[src/rtl/uart_rx_param.sv]
// uart_rx_param -- oversampling UART receiver with a one-deep output holding stage.
//
// Parameters:
//   DATA_BITS   data bits per frame (5..9), LSB first on the line
//   OVERSAMPLE  s_tick pulses per bit time (even, 8..64)
//   PARITY_MODE 0 none, 1 even, 2 odd
//   STOP_BITS   stop bits checked (1..2)
//
// Ports:
//   clk, rstN   rising-edge clock, asynchronous active-low reset
//   enabled     receiver enable; low aborts any frame in progress
//   in          asynchronous rx line, idle high
//   s_tick      one-clk oversample strobe
//   rdy         consumer ready; valid & rdy transfers the held frame
//   valid       out/flags hold an unconsumed frame
//   out         received data
//   parity_err, frame_err, break_det   per-frame status, qualified by valid
//   overrun     sticky: a frame was dropped because valid was held
//   busy        frame in progress
//
// Build option: define UART_RX_MAJORITY_VOTE_EN to replace each single
// centre sample with a 2-of-3 vote over the last three ticks.
module uart_rx_param #(
    parameter int DATA_BITS   = 8,
    parameter int OVERSAMPLE  = 16,
    parameter int PARITY_MODE = 0,
    parameter int STOP_BITS   = 1
) (
    input  logic                 clk,
    input  logic                 rstN,
    input  logic                 enabled,
    input  logic                 in,
    input  logic                 s_tick,
    input  logic                 rdy,
    output logic                 valid,
    output logic [DATA_BITS-1:0] out,
    output logic                 parity_err,
    output logic                 frame_err,
    output logic                 break_det,
    output logic                 overrun,
    output logic                 busy
);

    localparam int SW = $clog2(OVERSAMPLE);
    localparam int BW = $clog2(DATA_BITS);
    localparam logic [SW-1:0] S_MID  = SW'(OVERSAMPLE / 2 - 1);
    localparam logic [SW-1:0] S_END  = SW'(OVERSAMPLE - 1);
    localparam logic [BW-1:0] B_LAST = BW'(DATA_BITS - 1);
    localparam logic          STOP_LAST = 1'(STOP_BITS - 1);

    typedef enum logic [2:0] {IDLE, START, DATA, PARITY, STOP} state_t;

    state_t                 state;
    logic [SW-1:0]          s;
    logic [BW-1:0]          bit_cnt;
    logic                   stop_cnt;
    logic                   armed;
    logic [DATA_BITS-1:0]   shreg;
    logic                   par_bit;
    logic                   done;
    logic                   res_perr, res_ferr, res_brk;
    logic                   sync1, line;
    logic                   prev_line;
    logic                   sample;
    logic                   perr_calc;

    // Two-flop synchroniser; resets to the idle (high) level.
    // NOTE: every clocked block uses <= so all flops update from pre-edge values.
    always_ff @(posedge clk or negedge rstN) begin
        if (!rstN) begin
            sync1 <= 1'b1;
            line  <= 1'b1;
        end else begin
            sync1 <= in;
            line  <= sync1;
        end
    end

`ifdef UART_RX_MAJORITY_VOTE_EN
    logic prev2_line;

    always_ff @(posedge clk or negedge rstN) begin
        if (!rstN) begin
            prev_line  <= 1'b0;
            prev2_line <= 1'b0;
        end else if (s_tick) begin
            prev_line  <= line;
            prev2_line <= prev_line;
        end
    end

    assign sample = (prev2_line & prev_line) | (prev2_line & line) | (prev_line & line);
`else
    // Line level at the previous tick; resets low so the reset value of the
    // synchroniser can never arm the receiver on its own.
    always_ff @(posedge clk or negedge rstN) begin
        if (!rstN) prev_line <= 1'b0;
        else if (s_tick) prev_line <= line;
    end

    assign sample = line;
`endif

    always_comb begin
        perr_calc = 1'b0;
        if (PARITY_MODE == 1) perr_calc = (^shreg) ^ par_bit;
        else if (PARITY_MODE == 2) perr_calc = ~((^shreg) ^ par_bit);
    end

    // Receive FSM. Armed means the line was high on two consecutive ticks
    // since the last frame ended, so a held-low line (break, reset mid-frame)
    // cannot start a new frame.
    always_ff @(posedge clk or negedge rstN) begin
        if (!rstN) begin
            state    <= IDLE;
            s        <= '0;
            bit_cnt  <= '0;
            stop_cnt <= 1'b0;
            armed    <= 1'b0;
            busy     <= 1'b0;
            shreg    <= '0;
            par_bit  <= 1'b0;
            done     <= 1'b0;
            res_perr <= 1'b0;
            res_ferr <= 1'b0;
            res_brk  <= 1'b0;
        end else begin
            done <= 1'b0;
            if (!enabled) begin
                state    <= IDLE;
                s        <= '0;
                bit_cnt  <= '0;
                stop_cnt <= 1'b0;
                busy     <= 1'b0;
                armed    <= 1'b0;
            end else if (s_tick) begin
                case (state)
                    IDLE: begin
                        if (line && prev_line) begin
                            armed <= 1'b1;
                        end else if (armed && !line) begin
                            state <= START;
                            s     <= '0;
                            busy  <= 1'b1;
                        end
                    end
                    START: begin
                        if (s == S_MID) begin
                            s <= '0;
                            if (sample) begin
                                state <= IDLE;
                                busy  <= 1'b0;
                            end else begin
                                state   <= DATA;
                                bit_cnt <= '0;
                            end
                        end else begin
                            s <= s + 1'b1;
                        end
                    end
                    DATA: begin
                        if (s == S_END) begin
                            s     <= '0;
                            shreg <= {sample, shreg[DATA_BITS-1:1]};
                            if (bit_cnt == B_LAST) begin
                                state    <= (PARITY_MODE != 0) ? PARITY : STOP;
                                stop_cnt <= 1'b0;
                            end else begin
                                bit_cnt <= bit_cnt + 1'b1;
                            end
                        end else begin
                            s <= s + 1'b1;
                        end
                    end
                    PARITY: begin
                        if (s == S_END) begin
                            s        <= '0;
                            par_bit  <= sample;
                            state    <= STOP;
                            stop_cnt <= 1'b0;
                        end else begin
                            s <= s + 1'b1;
                        end
                    end
                    STOP: begin
                        if (s == S_END) begin
                            s <= '0;
                            // A low stop bit ends the frame immediately.
                            if (!sample || stop_cnt == STOP_LAST) begin
                                state    <= IDLE;
                                busy     <= 1'b0;
                                armed    <= 1'b0;
                                done     <= 1'b1;
                                res_perr <= perr_calc;
                                res_ferr <= !sample;
                                res_brk  <= !sample && !stop_cnt && (shreg == '0) &&
                                            (PARITY_MODE == 0 || !par_bit);
                            end else begin
                                stop_cnt <= 1'b1;
                            end
                        end else begin
                            s <= s + 1'b1;
                        end
                    end
                    // NOTE: a default arm recovers from unreachable encodings.
                    default: begin
                        state <= IDLE;
                        busy  <= 1'b0;
                    end
                endcase
            end
        end
    end

    // Output holding stage: loads one clk after the final stop sample.
    always_ff @(posedge clk or negedge rstN) begin
        if (!rstN) begin
            valid      <= 1'b0;
            out        <= '0;
            parity_err <= 1'b0;
            frame_err  <= 1'b0;
            break_det  <= 1'b0;
            overrun    <= 1'b0;
        end else if (done) begin
            if (!valid || rdy) begin
                valid      <= 1'b1;
                out        <= shreg;
                parity_err <= res_perr;
                frame_err  <= res_ferr;
                break_det  <= res_brk;
                if (valid) overrun <= 1'b0;
            end else begin
                overrun <= 1'b1;
            end
        end else if (valid && rdy) begin
            valid   <= 1'b0;
            overrun <= 1'b0;
        end
    end

endmodule

[config.mk]
export PLATFORM = sky130hd
export DESIGN_NAME = uart_rx_param
export DESIGN_NICKNAME = d
export VERILOG_FILES = /design/src/rtl/uart_rx_param.sv
export SDC_FILE = /design/constraint.sdc
export NUM_CORES = 1
export LEC_CHECK = 0
export BUFFER_PORTS_ARGS = -buffer_cell sky130_fd_sc_hd__buf_2
export CORE_ASPECT_RATIO = 1.4
export CORE_MARGIN = 3
export CORE_UTILIZATION = 60
export CTS_CLUSTER_SIZE = 16
export DETAILED_ROUTE_END_ITERATION = 10
export GPL_TIMING_DRIVEN = 0
export HOLD_SLACK_MARGIN = 0.03
export PLACE_DENSITY = 0.81
export SYNTH_ARGS = -nofsm -noshare
export SYNTH_HDL_FRONTEND = slang
export SYNTH_SLANG_ARGS = --single-unit
[constraint.sdc]
create_clock -name clk -period 4.55 [get_ports clk]
set_clock_uncertainty 0.1 [all_clocks]
set_input_delay 0.6825 -clock clk [delete_from_list [all_inputs] [get_ports clk]]
set_output_delay 0.6825 -clock clk [all_outputs]
set_load 0.05 [all_outputs]
==> results of run 1 <==
-- routing by layer --
| layer | global-route usage | vias up | share of wire |
|---|---|---|---|
| li1 | - | 660 | - |
| met1 | 0.259 | 686 | 0.39 |
| met2 | 0.411 | 54 | 0.54 |
| met3 | 0.0573 | 13 | 0.047 |
| met4 | 0.0795 | 0 | 0.018 |
| met5 | 0 | - | 0 |
-- cells in the final DEF, fill, tap and decap left out, types with 3 or more instances in the layout --
cell      netlist  final
a21oi_1         4      4
and3_1          3      3
buf_2           3     20
clkbuf_1        3      3
clkbuf_8        0      6
dfrtp_1        37     37
ha_1            3      3
inv_1           8      8
mux2_1          8      8
mux2_2         11     11
mux2i_1         4      4
nand2_1        12     12
nand2b_1        5      5
nand3_1         4      4
nor2_1          7      7
o21ai_1         7      7
or3_1           3      3
-- worst max-delay path: cells and delay by family, from the launching register on --
kind            cells  cell delay (ns)
simple gates        1             0.14
fa+ha+maj           1             0.24
mux                 1             0.30
flops               1             0.42
compound gates      2             0.67
-- cells in the mapped netlist (2+ instances only) --
| cell | instances | area [um^2] |
|---|---|---|
| a211o_1 | 2 | 17.5 |
| nand3b_1 | 2 | 15.0 |
| nand2b_1 | 5 | 31.3 |
| nor2_1 | 7 | 26.3 |
| mux2_1 | 8 | 90.1 |
| a31oi_1 | 2 | 12.5 |
| clkbuf_1 | 3 | 11.3 |
| dfstp_2 | 2 | 52.6 |
| dfrtp_1 | 37 | 926 |
| and3_1 | 3 | 18.8 |
| buf_4 | 2 | 15.0 |
| nor4_1 | 2 | 12.5 |
| ha_1 | 3 | 37.5 |
| and2_1 | 2 | 12.5 |
| inv_1 | 8 | 30.0 |
| o2111ai_1 | 2 | 17.5 |
| mux2_2 | 11 | 124 |
| buf_2 | 3 | 15.0 |
| nand4_1 | 2 | 12.5 |
| nand3_1 | 4 | 20.0 |
| o21ai_0 | 2 | 10.0 |
| nand2_1 | 12 | 45.0 |
| mux2i_1 | 4 | 40.0 |
| nor3b_1 | 2 | 15.0 |
| o21ai_1 | 7 | 35.0 |
| or3_1 | 3 | 18.8 |
| a21oi_1 | 4 | 20.0 |
-- metrics by stage --
stage / area (um^2) / hold slack (ns) / util / cells / setup slack [ns]
after global routing: 2160 / 0.266 / 0.727 / 230 / 2.42
final: 2160 / 0.260 / 0.727 / 230 / 2.58
after global placement: 2040 / 0.246 / 0.688 / 222 / 2.41
after detailed placement: 2040 / 0.251 / 0.688 / 222 / 2.39
after CTS: 2160 / 0.262 / 0.727 / 230 / 2.55
after floorplan: 1910 / 0.245 / - / 168 / 2.50
-- cell families (layout without fill, tap and decap cells) --
group	after synthesis	after routing	share of synthesized area
compound gates	33	33	0.130
fa+ha+maj	3	3	0.0197
buf+inv	16	41	0.0374
flops	39	39	0.513
mux	24	24	0.141
other cells	1	1	0.00197
simple gates	52	52	0.157
-- layout make-up --
class / count / share of cell area
timing repair buffer: 17 / 0.0395
inverter: 8 / 0.0139
multi-input combinational: 113 / 0.398
tap: 37 / 0.0215
clock inverter: 2 / 0.0163
sequential: 39 / 0.454
buffer: 8 / 0.0192
clock buffer: 6 / 0.0383
-- sequential cells by signal, summed over array words and instances, names as in the netlist, 3 cells and up --
name and flops:
out 8, state 3, s 4, bit_cnt 3
shreg 8
-- power by group through the flow --
stage | Sequential [uW] | Clock, uW | Combinational [uW]
detailed placement | 386 | 0 | 168
CTS | 380 | 299 | 169
finish | 381 | 297 | 171
global placement | 385 | 0 | 159
global route | 383 | 315 | 187
floorplan | 387 | 0 | 125
-- worst max path at each step --
stage	to	slack (ns)	cells past startpoint
2_1_floorplan	s[0]	2.50	5
3_3_place_gp	s[0]	2.41	5
3_5_place_dp	s[0]	2.39	5
4_1_cts	state[2]	2.55	5
5_1_grt	state[2]	2.42	5
6_report	state[2]	2.58	5
==> flow_metrics.env, run 1 <==
export IMPL_rsz0062_at_grt="no"
export IMPL_grt_max_degree=40
export IMPL_seqPwrFrac=0.449
export IMPL_path_class="flop to flop"
export IMPL_hold_depth=0
export IMPL_drive_gt1_frac=0.259
export IMPL_n_antenna_cell=0
export IMPL_crit_path_end_kind="flop"
export IMPL_comb_power_share=0.201
export IMPL_grt_usage=0.230
export IMPL_cp_required_ns=4.65
export IMPL_htree_levels=2
export IMPL_p_int_uw=608
export IMPL_post_cts_buffers=0
export IMPL_r2r_end="state[2]"
export IMPL_worstHoldStart="sync1"
export IMPL_power_leakage_uw=0.00110
export IMPL_viasPerCell=6.14
export IMPL_clk_latency_ns=0.29
export IMPL_switching_share=0.285
export IMPL_grt_pass1_wl_um=6510
export IMPL_wirelength_um=3860
export IMPL_min_period_over_period=0.433
export IMPL_finalNetCount=201
export IMPL_reg2reg_slack_ns=2.58
export IMPL_die_area_um2=3900
export IMPL_initialDrtViolationCount=47
export IMPL_place_gp_congestion=0.831
export IMPL_dr_pass1_iters=4
export IMPL_cp_cell_sequence="ha_1 -> nand3b_1 -> a31o_1 -> a211oi_1 -> mux2i_1"
export IMPL_async_flop_share=1.00
export IMPL_core_area_um2=2960
export IMPL_avgRoutedWirePerCell_um=16.8
export IMPL_die_x_um=53.6
export IMPL_synthCells=168
export IMPL_root_buffer="clkbuf_8"
export IMPL_p_clk_frac=0.350
export IMPL_critPathLaunchType="flop"
export IMPL_min_to="line"
export IMPL_crit_start="s[0]"
export IMPL_power_per_cell_area_nw_per_um2=394
export IMPL_cts_hold_fix_buffers=0
export IMPL_switchingPower_uw=242
export IMPL_syn_area_um2=1910
export IMPL_rows=23
export IMPL_antenna_found_initial=0
export IMPL_ys_flop_type="dfrtp_1"
export IMPL_syn2layout_area_growth_pct=13.1
export IMPL_drc=0
export IMPL_r2r_start="s[0]"
export IMPL_hold_viol=0
export IMPL_outcome="complete, no violations"
export IMPL_cp_max_fo=5
export IMPL_nFillCells=218
export IMPL_setup_tns_final_ns=0
export IMPL_portBuffers=17
export IMPL_drv_slew=0
export IMPL_hold_class="flop to flop"
export IMPL_fin_total_pwr_uw=850
export IMPL_maxSlewHeadroom=0.432
export IMPL_ios=20
export IMPL_synth_yosys_seq_area_share=0.513
export IMPL_drv_cap=0
export IMPL_cts_buffers=5
export IMPL_clk_pin_slew_worst_paths_ns=0.07
export IMPL_vdd_drop_max_v=0.000387
export IMPL_cp_arrival_ns=2.07
export IMPL_via_count=1413
export IMPL_critical_path_max_stage_delay_ns=0.42
export IMPL_cp_slowest_cell="dfrtp_1"
export IMPL_ys_warn_count=0
export IMPL_post_cts_resized=0
export IMPL_cts_tree="yes"
export IMPL_multi_input_area_um2=857
export IMPL_synth_seq_cells=39
export IMPL_hpwl_um=2710
export IMPL_fin_crit_ns=1.97
export IMPL_synth_cell_types=51
export IMPL_grt_ovfl_total=0
export IMPL_ant_nets=0
export IMPL_avgSynthCellArea_um2=11.4
export IMPL_r2r_cells=5
export IMPL_grt_pass1_vias=1386
export IMPL_seqCellArea_um2=978
export IMPL_syn_nets=177
export IMPL_setup_violations=0
export IMPL_cts_sinks=39
export IMPL_initial_core_util=0.643
export IMPL_cts_path_max_buffers=2
export IMPL_max_freq_mhz=508
export IMPL_die_h_um=72.7
export IMPL_synth_edf_count=0
export IMPL_worst_pin_slew_ns=0.852
No activity file was read; power rests on OpenSTA's default activity.
==> run 2: changes to the inputs <==
- CORE_UTILIZATION: 60 -> 52
- PLACE_DENSITY: 0.81 -> 0.75
- clock period: 4.55 -> 1.7 ns (I/O delays scaled with it)
==> flow_metrics.env, run 2 (synthesis gave the netlist of run 1 again) <==
export IMPL_outcome="complete, but fails checks"
export IMPL_violations="setup timing"
export IMPL_cp_required_ns=1.78
export IMPL_cp_cell_sequence="or4b_4 -> a21oi_4 -> nor2_2 -> mux2_4"
export IMPL_grt_usage=0.201
export IMPL_place_gp_congestion=0.886
export IMPL_rsz0062_at_grt="yes"
export IMPL_layout_common_cells="dfrtp_1 (36), buf_2 (17), buf_4 (15)"
export IMPL_ant_nets=0
export IMPL_initial_core_util=0.554
export IMPL_grt_ovfl_total=0
export IMPL_dp_slack_ns=-0.169
export IMPL_vdd_drop_max_v=0.000871
export IMPL_hold_class="primary input to flop"
export IMPL_worst_pin_slew_ns=0.856
export IMPL_critical_path_max_stage_delay_ns=0.58
export IMPL_dr_pass1_iters=4
export IMPL_avgRoutedWirePerCell_um=17.2
export IMPL_clk_latency_ns=0.29
export IMPL_design_area_um2=2470
export IMPL_max_freq_mhz=540
export IMPL_comb_power_share=0.266
export IMPL_finalNetCount=217
export IMPL_initialDrtViolationCount=57
export IMPL_hold_viol=0
export IMPL_switching_share=0.280
export IMPL_cp_slowest_cell="or4b_4"
export IMPL_cp_max_fo=6
export IMPL_path_class="flop to flop"
export IMPL_htree_levels=2
export IMPL_cts_buffers=5
export IMPL_rows=25
export IMPL_p_clk_frac=0.344
export IMPL_drive_gt1_frac=0.416
export IMPL_drv_cap=0
export IMPL_syn2layout_area_growth_pct=29.5
export IMPL_portBuffers=17
export IMPL_p_int_uw=1900
export IMPL_via_count=1468
export IMPL_die_area_um2=4440
export IMPL_critPathLaunchType="flop"
export IMPL_reg_top3="out x8, shreg x8, s x4"
export IMPL_cts_path_max_buffers=2
export IMPL_seqPwrFrac=0.390
export IMPL_antenna_found_initial=0
export IMPL_root_buffer="clkbuf_8"
export IMPL_crit_path_end_kind="flop"
export IMPL_worst_path_buf_inv=0
export IMPL_core_area_um2=3440
export IMPL_post_dp_cell_area_um2=2040
export IMPL_hpwl_um=2680
export IMPL_worst_slack_ns=-0.152
export IMPL_fin_crit_ns=1.85
export IMPL_power_leakage_uw=0.00119
export IMPL_grt_pass1_wl_um=6960
export IMPL_worst_path_dominant_cell_family="simple AND/OR/NAND/NOR gates"
export IMPL_nFillCells=253
export IMPL_drv_slew=0
export IMPL_setup_violations=15
export IMPL_switchingPower_uw=736
export IMPL_power_per_cell_area_nw_per_um2=1070
export IMPL_min_period_over_period=1.09
export IMPL_die_h_um=77.7
export IMPL_grt_pass1_vias=1550
export IMPL_drc=0
export IMPL_ios=20
export IMPL_clk_pin_slew_worst_paths_ns=0.07
export IMPL_layout_commonest_cell="dfrtp_1"
export IMPL_die_x_um=57.2
export IMPL_viasPerCell=5.90
export IMPL_n_antenna_cell=0
export IMPL_cp_arrival_ns=1.93
export IMPL_wirelength_um=4300
export IMPL_cts_sinks=39
export IMPL_maxSlewHeadroom=0.429
export IMPL_grt_max_degree=40
export IMPL_cts_tree="yes"
==> run 2: per-stage QoR <==
stage	instances	TNS [ns]	power (uW)	hold WS [ns]	util
2_1_floorplan	168	0	1370	-0.141	-
3_3_place_gp	225	-1.32	1460	0.246	0.593
3_5_place_dp	225	-1.88	1480	0.249	0.593
4_1_cts	242	-0.328	2510	0.170	0.671
5_1_grt	249	-1.72	2760	0.187	0.718
6_report	249	-0.688	2630	0.186	0.718
==> run 2: per-layer routing <==
layer	global-route usage	up-vias	part of all wire
met5	0	-	0
met4	0.0951	0	0.025
met3	0.0499	11	0.038
met2	0.364	41	0.56
met1	0.213	718	0.37
li1	-	698	-
==> run 2: worst paths after layout <==
check,slack (ns),cells past startpoint,endpoint,startpoint
hold / removal,0.19,3,valid,rdy
min in group asynchronous,0.50,2,frame_err,rstN
setup reg to reg,-0.15,4,s[0],state[2]
hold reg to reg,0.26,0,line,sync1
max in group asynchronous,0.40,2,state[0],rstN
setup / recovery,-0.15,4,s[0],state[2]
==> run 2: cell type report <==
| type | instances | area, um^2 | share of cell area |
|---|---|---|---|
| inverters | 8 | 30.0 | 0.0122 |
| clock inverters | 2 | 60.1 | 0.0243 |
| flip-flops and latches | 39 | 980 | 0.397 |
| clock buffers | 6 | 72.6 | 0.0294 |
| well taps | 40 | 50.0 | 0.0203 |
| plain buffers | 7 | 60.1 | 0.0243 |
| multi-input cells | 113 | 993 | 0.402 |
| repair buffers | 34 | 224 | 0.0907 |
==> run 2: worst min-delay path, stage by stage <==
cell and delay (ns):
buf_2 0.09, nand2b_1 0.12, nand2b_1 0.07
==> run 2: timing repair <==
item | in CTS | in global routing
hold buffers | 3 | 0
resized for setup | 15 | 27
setup buffers | 7 | 7
pin swaps | 8 | 14
setup endpoints to repair | 19 | 21
hold endpoints to repair | 39 | 0
==> run 2: power groups by stage <==
stage          registers [uW]  clock network [uW]  logic [uW]
5_1_grt                  1030                 970         756
2_1_floorplan            1040                   0         334
4_1_cts                  1010                 922         570
3_5_place_dp             1030                   0         442
6_report                 1030                 905         700
3_3_place_gp             1030                   0         430
